**config.mk**
```make
export PLATFORM = sky130hd
export DESIGN_NAME = ahb_gpio
export DESIGN_NICKNAME = d
export VERILOG_FILES = /design/src/rtl/ahb_gpio.sv
export SDC_FILE = /design/constraint.sdc
export NUM_CORES = 1
export LEC_CHECK = 0
export ABC_AREA = 0
export BUFFER_PORTS_ARGS = -buffer_cell sky130_fd_sc_hd__buf_2
export CAP_MARGIN = 30
export CORE_ASPECT_RATIO = 1.75
export CORE_MARGIN = 2
export CORE_UTILIZATION = 50
export CTS_CLUSTER_DIAMETER = 150
export DETAILED_ROUTE_END_ITERATION = 10
export HOLD_SLACK_MARGIN = 0.12
export PLACE_DENSITY = 0.79
export SYNTH_ARGS = -nofsm -noshare
export SYNTH_HDL_FRONTEND = slang
export SYNTH_SLANG_ARGS = --single-unit
```
**constraint.sdc**
```tcl
create_clock -name HCLK -period 3.6 [get_ports HCLK]
set_input_delay 0.36 -clock HCLK [delete_from_list [all_inputs] [get_ports HCLK]]
set_output_delay 0.36 -clock HCLK [all_outputs]
set_load 0.02 [all_outputs]
```
**src/rtl/ahb_gpio.sv**
```systemverilog
// ahb_gpio: AHB-Lite GPIO slave with WIDTH bidirectional pins.
//   Zero-wait-state, always OKAY. Per-pin direction, atomic set/clear of
//   the output register, a SYNC_STAGES-deep input synchronizer and per-pin
//   edge/level interrupts merged into a single registered IRQ.
// Ports:
//   HCLK, HRESETn            clock, asynchronous active-low reset
//   HSEL, HADDR, HTRANS,
//   HSIZE, HPROT, HWRITE,
//   HREADY, HWDATA           AHB-Lite slave inputs (HPROT ignored)
//   HREADYOUT, HRDATA, HRESP AHB-Lite slave outputs
//   GPIO_IN                  asynchronous pad inputs
//   GPIO_OUT, GPIO_OE        output data and output enable (1 = drive)
//   IRQ                      registered OR of enabled pending interrupts
// Register map (byte offsets): 0x00 DATA_IN, 0x04 DATA_OUT, 0x08 OUT_SET,
//   0x0C OUT_CLR, 0x10 DIR, 0x14 INT_EN, 0x18 INT_TYPE, 0x1C INT_POL,
//   0x20 INT_STATUS. Everything else reads 0 and ignores writes.
module ahb_gpio #(
  parameter int                WIDTH       = 8,
  parameter int                SYNC_STAGES = 2,
  parameter logic [WIDTH-1:0]  RESET_OUT   = '0
) (
  input  logic             HCLK,
  input  logic             HRESETn,
  input  logic             HSEL,
  input  logic [31:0]      HADDR,
  input  logic [1:0]       HTRANS,
  input  logic [2:0]       HSIZE,
  input  logic [3:0]       HPROT,
  input  logic             HWRITE,
  input  logic             HREADY,
  input  logic [31:0]      HWDATA,
  output logic             HREADYOUT,
  output logic [31:0]      HRDATA,
  output logic             HRESP,
  input  logic [WIDTH-1:0] GPIO_IN,
  output logic [WIDTH-1:0] GPIO_OUT,
  output logic [WIDTH-1:0] GPIO_OE,
  output logic             IRQ
);

  localparam logic [3:0] OFF_DATA_IN    = 4'h0;
  localparam logic [3:0] OFF_DATA_OUT   = 4'h1;
  localparam logic [3:0] OFF_OUT_SET    = 4'h2;
  localparam logic [3:0] OFF_OUT_CLR    = 4'h3;
  localparam logic [3:0] OFF_DIR        = 4'h4;
  localparam logic [3:0] OFF_INT_EN     = 4'h5;
  localparam logic [3:0] OFF_INT_TYPE   = 4'h6;
  localparam logic [3:0] OFF_INT_POL    = 4'h7;
  localparam logic [3:0] OFF_INT_STATUS = 4'h8;

  // Byte lanes touched by a transfer of the given size at the given lane.
  function automatic logic [3:0] byte_strobes(input logic [2:0] size,
                                              input logic [1:0] lane);
    logic [3:0] s;
    case (size)
      3'd0:    s = 4'b0001 << lane;
      3'd1:    s = lane[1] ? 4'b1100 : 4'b0011;
      default: s = 4'b1111;
    endcase
    return s;
  endfunction

  function automatic logic [31:0] zext(input logic [WIDTH-1:0] v);
    logic [31:0] r;
    r = '0;
    r[WIDTH-1:0] = v;
    return r;
  endfunction

  // Data-phase bookkeeping captured in the address phase.
  logic             dp_valid_q, dp_valid_d;
  logic             dp_write_q, dp_write_d;
  logic [3:0]       dp_off_q,   dp_off_d;
  logic [3:0]       dp_strb_q,  dp_strb_d;

  logic [WIDTH-1:0] data_out_q, data_out_d;
  logic [WIDTH-1:0] dir_q,      dir_d;
  logic [WIDTH-1:0] int_en_q,   int_en_d;
  logic [WIDTH-1:0] int_type_q, int_type_d;
  logic [WIDTH-1:0] int_pol_q,  int_pol_d;
  logic [WIDTH-1:0] edge_st_q,  edge_st_d;
  logic [WIDTH-1:0] sync_q [SYNC_STAGES];
  logic [WIDTH-1:0] sync_d [SYNC_STAGES];
  logic [WIDTH-1:0] prev_q,     prev_d;
  logic             irq_q,      irq_d;

  logic             wr_en;
  logic [WIDTH-1:0] wmask, wbits, w1c;
  logic [WIDTH-1:0] sync_now, rise, fall, edge_set, int_status;

  logic unused_bits;
  assign unused_bits = ^{HPROT, HADDR[31:6], HWDATA, dp_strb_q, HTRANS[0]};

  // Address phase: only selected NONSEQ/SEQ transfers with HREADY open a
  // data phase; anything else leaves the next cycle idle.
  always_comb begin
    dp_valid_d = HSEL & HREADY & HTRANS[1];
    dp_write_d = HWRITE;
    dp_off_d   = HADDR[5:2];
    dp_strb_d  = byte_strobes(HSIZE, HADDR[1:0]);
  end

  always_comb begin
    for (int i = 0; i < WIDTH; i++) begin
      wmask[i] = dp_strb_q[i/8];
    end
  end

  assign wr_en = dp_valid_q & dp_write_q;
  assign wbits = HWDATA[WIDTH-1:0] & wmask;

  // Input synchronizer followed by one "prev" flop for edge detection.
  always_comb begin
    sync_d[0] = GPIO_IN;
    for (int i = 1; i < SYNC_STAGES; i++) begin
      sync_d[i] = sync_q[i-1];
    end
  end

  assign sync_now = sync_q[SYNC_STAGES-1];
  assign prev_d   = sync_now;
  assign rise     = sync_now & ~prev_q;
  assign fall     = ~sync_now & prev_q;
  assign edge_set = int_type_q & ((int_pol_q & rise) | (~int_pol_q & fall));

  // Edge bits are stored; level bits are the live comparison of the pin
  // against its polarity.
  assign int_status = edge_st_q | (~int_type_q & ~(sync_now ^ int_pol_q));

  // Register writes commit at the edge closing the data phase.
  always_comb begin
    data_out_d = data_out_q;
    dir_d      = dir_q;
    int_en_d   = int_en_q;
    int_type_d = int_type_q;
    int_pol_d  = int_pol_q;
    w1c        = '0;
    if (wr_en) begin
      case (dp_off_q)
        OFF_DATA_OUT:   data_out_d = (data_out_q & ~wmask) | wbits;
        OFF_OUT_SET:    data_out_d = data_out_q | wbits;
        OFF_OUT_CLR:    data_out_d = data_out_q & ~wbits;
        OFF_DIR:        dir_d      = (dir_q & ~wmask) | wbits;
        OFF_INT_EN:     int_en_d   = (int_en_q & ~wmask) | wbits;
        OFF_INT_TYPE:   int_type_d = (int_type_q & ~wmask) | wbits;
        OFF_INT_POL:    int_pol_d  = (int_pol_q & ~wmask) | wbits;
        OFF_INT_STATUS: w1c        = wbits;
        default:        ;
      endcase
    end
  end

  // A new edge beats a simultaneous W1C; masking with the next INT_TYPE
  // drops stored edge status for pins being switched to level mode.
  assign edge_st_d = ((edge_st_q & ~w1c) | edge_set) & int_type_d;
  assign irq_d     = |(int_status & int_en_q);

  always_ff @(posedge HCLK or negedge HRESETn) begin
    if (!HRESETn) begin
      dp_valid_q <= 1'b0;
      dp_write_q <= 1'b0;
      dp_off_q   <= '0;
      dp_strb_q  <= '0;
      data_out_q <= RESET_OUT;
      dir_q      <= '0;
      int_en_q   <= '0;
      int_type_q <= '0;
      int_pol_q  <= '0;
      edge_st_q  <= '0;
      for (int i = 0; i < SYNC_STAGES; i++) begin
        sync_q[i] <= '0;
      end
      prev_q     <= '0;
      irq_q      <= 1'b0;
    end else begin
      dp_valid_q <= dp_valid_d;
      dp_write_q <= dp_write_d;
      dp_off_q   <= dp_off_d;
      dp_strb_q  <= dp_strb_d;
      data_out_q <= data_out_d;
      dir_q      <= dir_d;
      int_en_q   <= int_en_d;
      int_type_q <= int_type_d;
      int_pol_q  <= int_pol_d;
      edge_st_q  <= edge_st_d;
      for (int i = 0; i < SYNC_STAGES; i++) begin
        sync_q[i] <= sync_d[i];
      end
      prev_q     <= prev_d;
      irq_q      <= irq_d;
    end
  end

  // Read data is a combinational view of the registers during a read data
  // phase, so a write committed on the preceding edge is already visible.
  always_comb begin
    HRDATA = '0;
    if (dp_valid_q && !dp_write_q) begin
      case (dp_off_q)
        OFF_DATA_IN:    HRDATA = zext(sync_now);
        OFF_DATA_OUT:   HRDATA = zext(data_out_q);
        OFF_DIR:        HRDATA = zext(dir_q);
        OFF_INT_EN:     HRDATA = zext(int_en_q);
        OFF_INT_TYPE:   HRDATA = zext(int_type_q);
        OFF_INT_POL:    HRDATA = zext(int_pol_q);
        OFF_INT_STATUS: HRDATA = zext(int_status);
        default:        HRDATA = '0;
      endcase
    end
  end

  assign HREADYOUT = 1'b1;
  assign HRESP     = 1'b0;
  assign GPIO_OUT  = data_out_q;
  assign GPIO_OE   = dir_q;
  assign IRQ       = irq_q;

endmodule

```
==> results_dict.tcl <==
set metrics [dict create \
    dpl.hpwl_um 7040 \
    power.density_nw_per_um2 474 \
    avgSynthCellArea_um2 10.7 \
    wirelength_um 10200 \
    rsz0062_at_grt "false" \
    async_flop_share_pct 100 \
    die_h_um 124 \
    p_leak_nw 2.18 \
    synth_cell_type_count 55 \
    cp-end-kind "output port" \
    min_path_cells 1 \
    drive_above_1_share_pct 24.8 \
    reg2reg_depth 4 \
    setup_viol 0 \
    gp_routability_congestion 0.902 \
    grt_max_degree 81 \
    worst_slew_pin_slew_ns 1.09 \
    grt_use_total_pct 24.0 \
    clkSinkCount 80 \
    status "complete, no violations" \
    ys_ff_latch 80 \
    drv_cap 0 \
    worst_slack_ns 0.612 \
    chipWidth_um 72.5 \
    viasPerCell 5.93 \
    grt_first_pass_wirelength_um 15800 \
    root_buffer "clkbuf_16" \
    timing.fmax_mhz 335 \
    path_clk_slew_ns 0.06 \
    portBuffers 55 \
    dieArea_um2 8980 \
    critPathLaunchType "flip-flop" \
    syn_area_um2 4110 \
    wl_per_cell_um 18.8 \
    io_pins 137 \
    worstPathArrival_ns 2.63 \
    final_cells 541 \
    cts_buffer_depth 2 \
    pre_cts_ws_ns 1.03 \
    htreeDepth 3 \
    nets 532 \
    synth_edf_count 0 \
    grt_overflow 0 \
    synth_top_cell_by_area "dfrtp_1" \
    insertion_delay_ns 0.34 \
    finalClockSkew_ns 0.00469 \
    yosysWarnings 0 \
    cts_made_buffers 9 \
    first_global_vias 3023 \
    coreArea_um2 7960 \
    ir_worst_vdd_mv 0.289 \
    yosys.area.top_type_share_pct 48.8 \
    tns_ns 0 \
    timing.slew.headroom_pct 26.8 \
    n_antenna_cell 0 \
    ys_seq_area_share_pct 48.8 \
    worstSetupPathType "reg -> out" \
    drtPass1Iterations 5 \
    synth_cells 385 \
    antenna_found_initial 0 \
    synth.area.top_cells "dfrtp_1, mux2_2, buf_4" \
    power_mw 2.23 \
    synth_flop_cell "dfrtp_1" \
    first_iter_violations 308 \
    cts_tree "done" \
    remaining_drc_errors 0 \
    finalCritPeriodShare_pct 83.0 \
    required_ns 3.24 \
    hold_class "in -> reg" \
    cp_max_fo 21 \
    cts_resized 0 \
    drv_slew 0 \
    final.min_clock_period_ns 2.99 \
    synthToLayoutAreaGrowth_pct 14.8 \
    rows 43 \
    placed_cell_area_um2 4290 \
    hold_violations 0 \
    start_util_pct 51.6 \
    antenna_left 0 \
    num_vias 3210 \
    final_area_um2 4710 \
    dp_cells 512 \
]
cell usage after synthesis (2+ instances only):
cell type / count
mux2_2: 26
or3b_2: 2
and2_1: 4
xor2_1: 4
nor2_2: 2
buf_6: 4
a32oi_1: 3
clkbuf_1: 5
or3_1: 2
inv_1: 4
and3_1: 3
o22ai_1: 5
nor3b_1: 5
a22oi_1: 19
nand2_1: 45
a211oi_1: 2
mux2i_1: 10
buf_2: 7
a21oi_1: 13
a22o_1: 12
buf_4: 27
dfrtp_1: 80
o21ai_0: 19
nor2_1: 16
o32a_1: 3
o211ai_1: 9
nand2b_1: 7
or2_2: 4
a21o_1: 8
a221oi_1: 2
conb_1: 2
nand3_1: 4
o221ai_1: 5
worst paths after layout:
path                               from           to  slack (ns)
setup / recovery            dp_off_q[2]    HRDATA[7]        0.61
hold / removal                 HADDR[4]  dp_off_q[2]        0.13
setup reg to reg           dp_strb_q[0]    flip-flop        1.16
hold reg to reg               sync_d[6]    prev_d[6]        0.35
max in group asynchronous       HRESETn    async pin        2.67
min in group asynchronous       HRESETn    sync_d[1]        0.38
per-layer routing:
| layer | track usage (%) | up-vias | wire length [um] |
|---|---|---|---|
| met4 | 16.0 | 0 | 602 |
| met1 | 28.4 | 1587 | 3910 |
| met2 | 38.8 | 114 | 5220 |
| li1 | - | 1480 | - |
| met3 | 5.02 | 29 | 437 |
| met5 | 0 | - | 0 |
where the power goes:
part           switching (mW)  internal, mW
registers               0.103         0.987
logic                   0.177         0.135
clock network           0.351         0.482
total                   0.630          1.60
layout by cell type (no fill, tap or decap), drive strengths merged, types with 4 or more instances in the layout:
master / synthesis / routed
dfrtp: 80 / 80
buf: 38 / 57
nand2: 45 / 45
mux2: 26 / 26
conb: 2 / 26
o21ai: 19 / 19
a22oi: 19 / 19
nor2: 19 / 19
a21oi: 13 / 13
a22o: 12 / 12
dlygate4sd3: 0 / 12
clkbuf: 5 / 11
mux2i: 10 / 10
o211ai: 9 / 9
a21o: 8 / 8
nand2b: 7 / 7
o221ai: 6 / 6
o22ai: 5 / 5
nor3b: 5 / 5
and2: 5 / 5
inv: 4 / 4
or2: 4 / 4
xor2: 4 / 4
nand3: 4 / 4
critical path, stage by stage (launching register included):
cell and delay (ns):
dfrtp_1 0.78, inv_1 0.24, a211o_4 0.45, or3_4 0.37, o221ai_1 0.23, buf_2 0.22
final cells by class:
cell class              count  area, um^2
flip-flops and latches     80        2000
clock inverters             5        32.5
well taps                  90         113
multi-input cells         282        1880
clock buffers              11         243
repair buffers             69         433
fillers                   668        3250
inverters                   4        15.0
per-stage QoR:
stage	util (%)	hold slack, ns
3_5_place_dp	53.9	0.336
6_report	59.2	0.127
4_1_cts	58.6	0.122
3_3_place_gp	53.9	0.333
2_1_floorplan	-	0.0644
5_1_grt	59.2	0.121
cells by family after synthesis:
logic type / after synthesis / share of synthesized area, %
buffers and inverters: 47 / 7.71
muxes: 36 / 9.57
other: 2 / 0.183
DFF: 80 / 48.8
and+or+nand+nor: 111 / 14.5
AOI/OAI and AO/OA: 105 / 18.4
xor gates and xnor gates: 4 / 0.853
timing repair:
action | CTS | global route
hold endpoints to repair | 10 | 7
setup buffers | 0 | 0
hold buffers | 10 | 2
(Power assumes the default switching activity.)
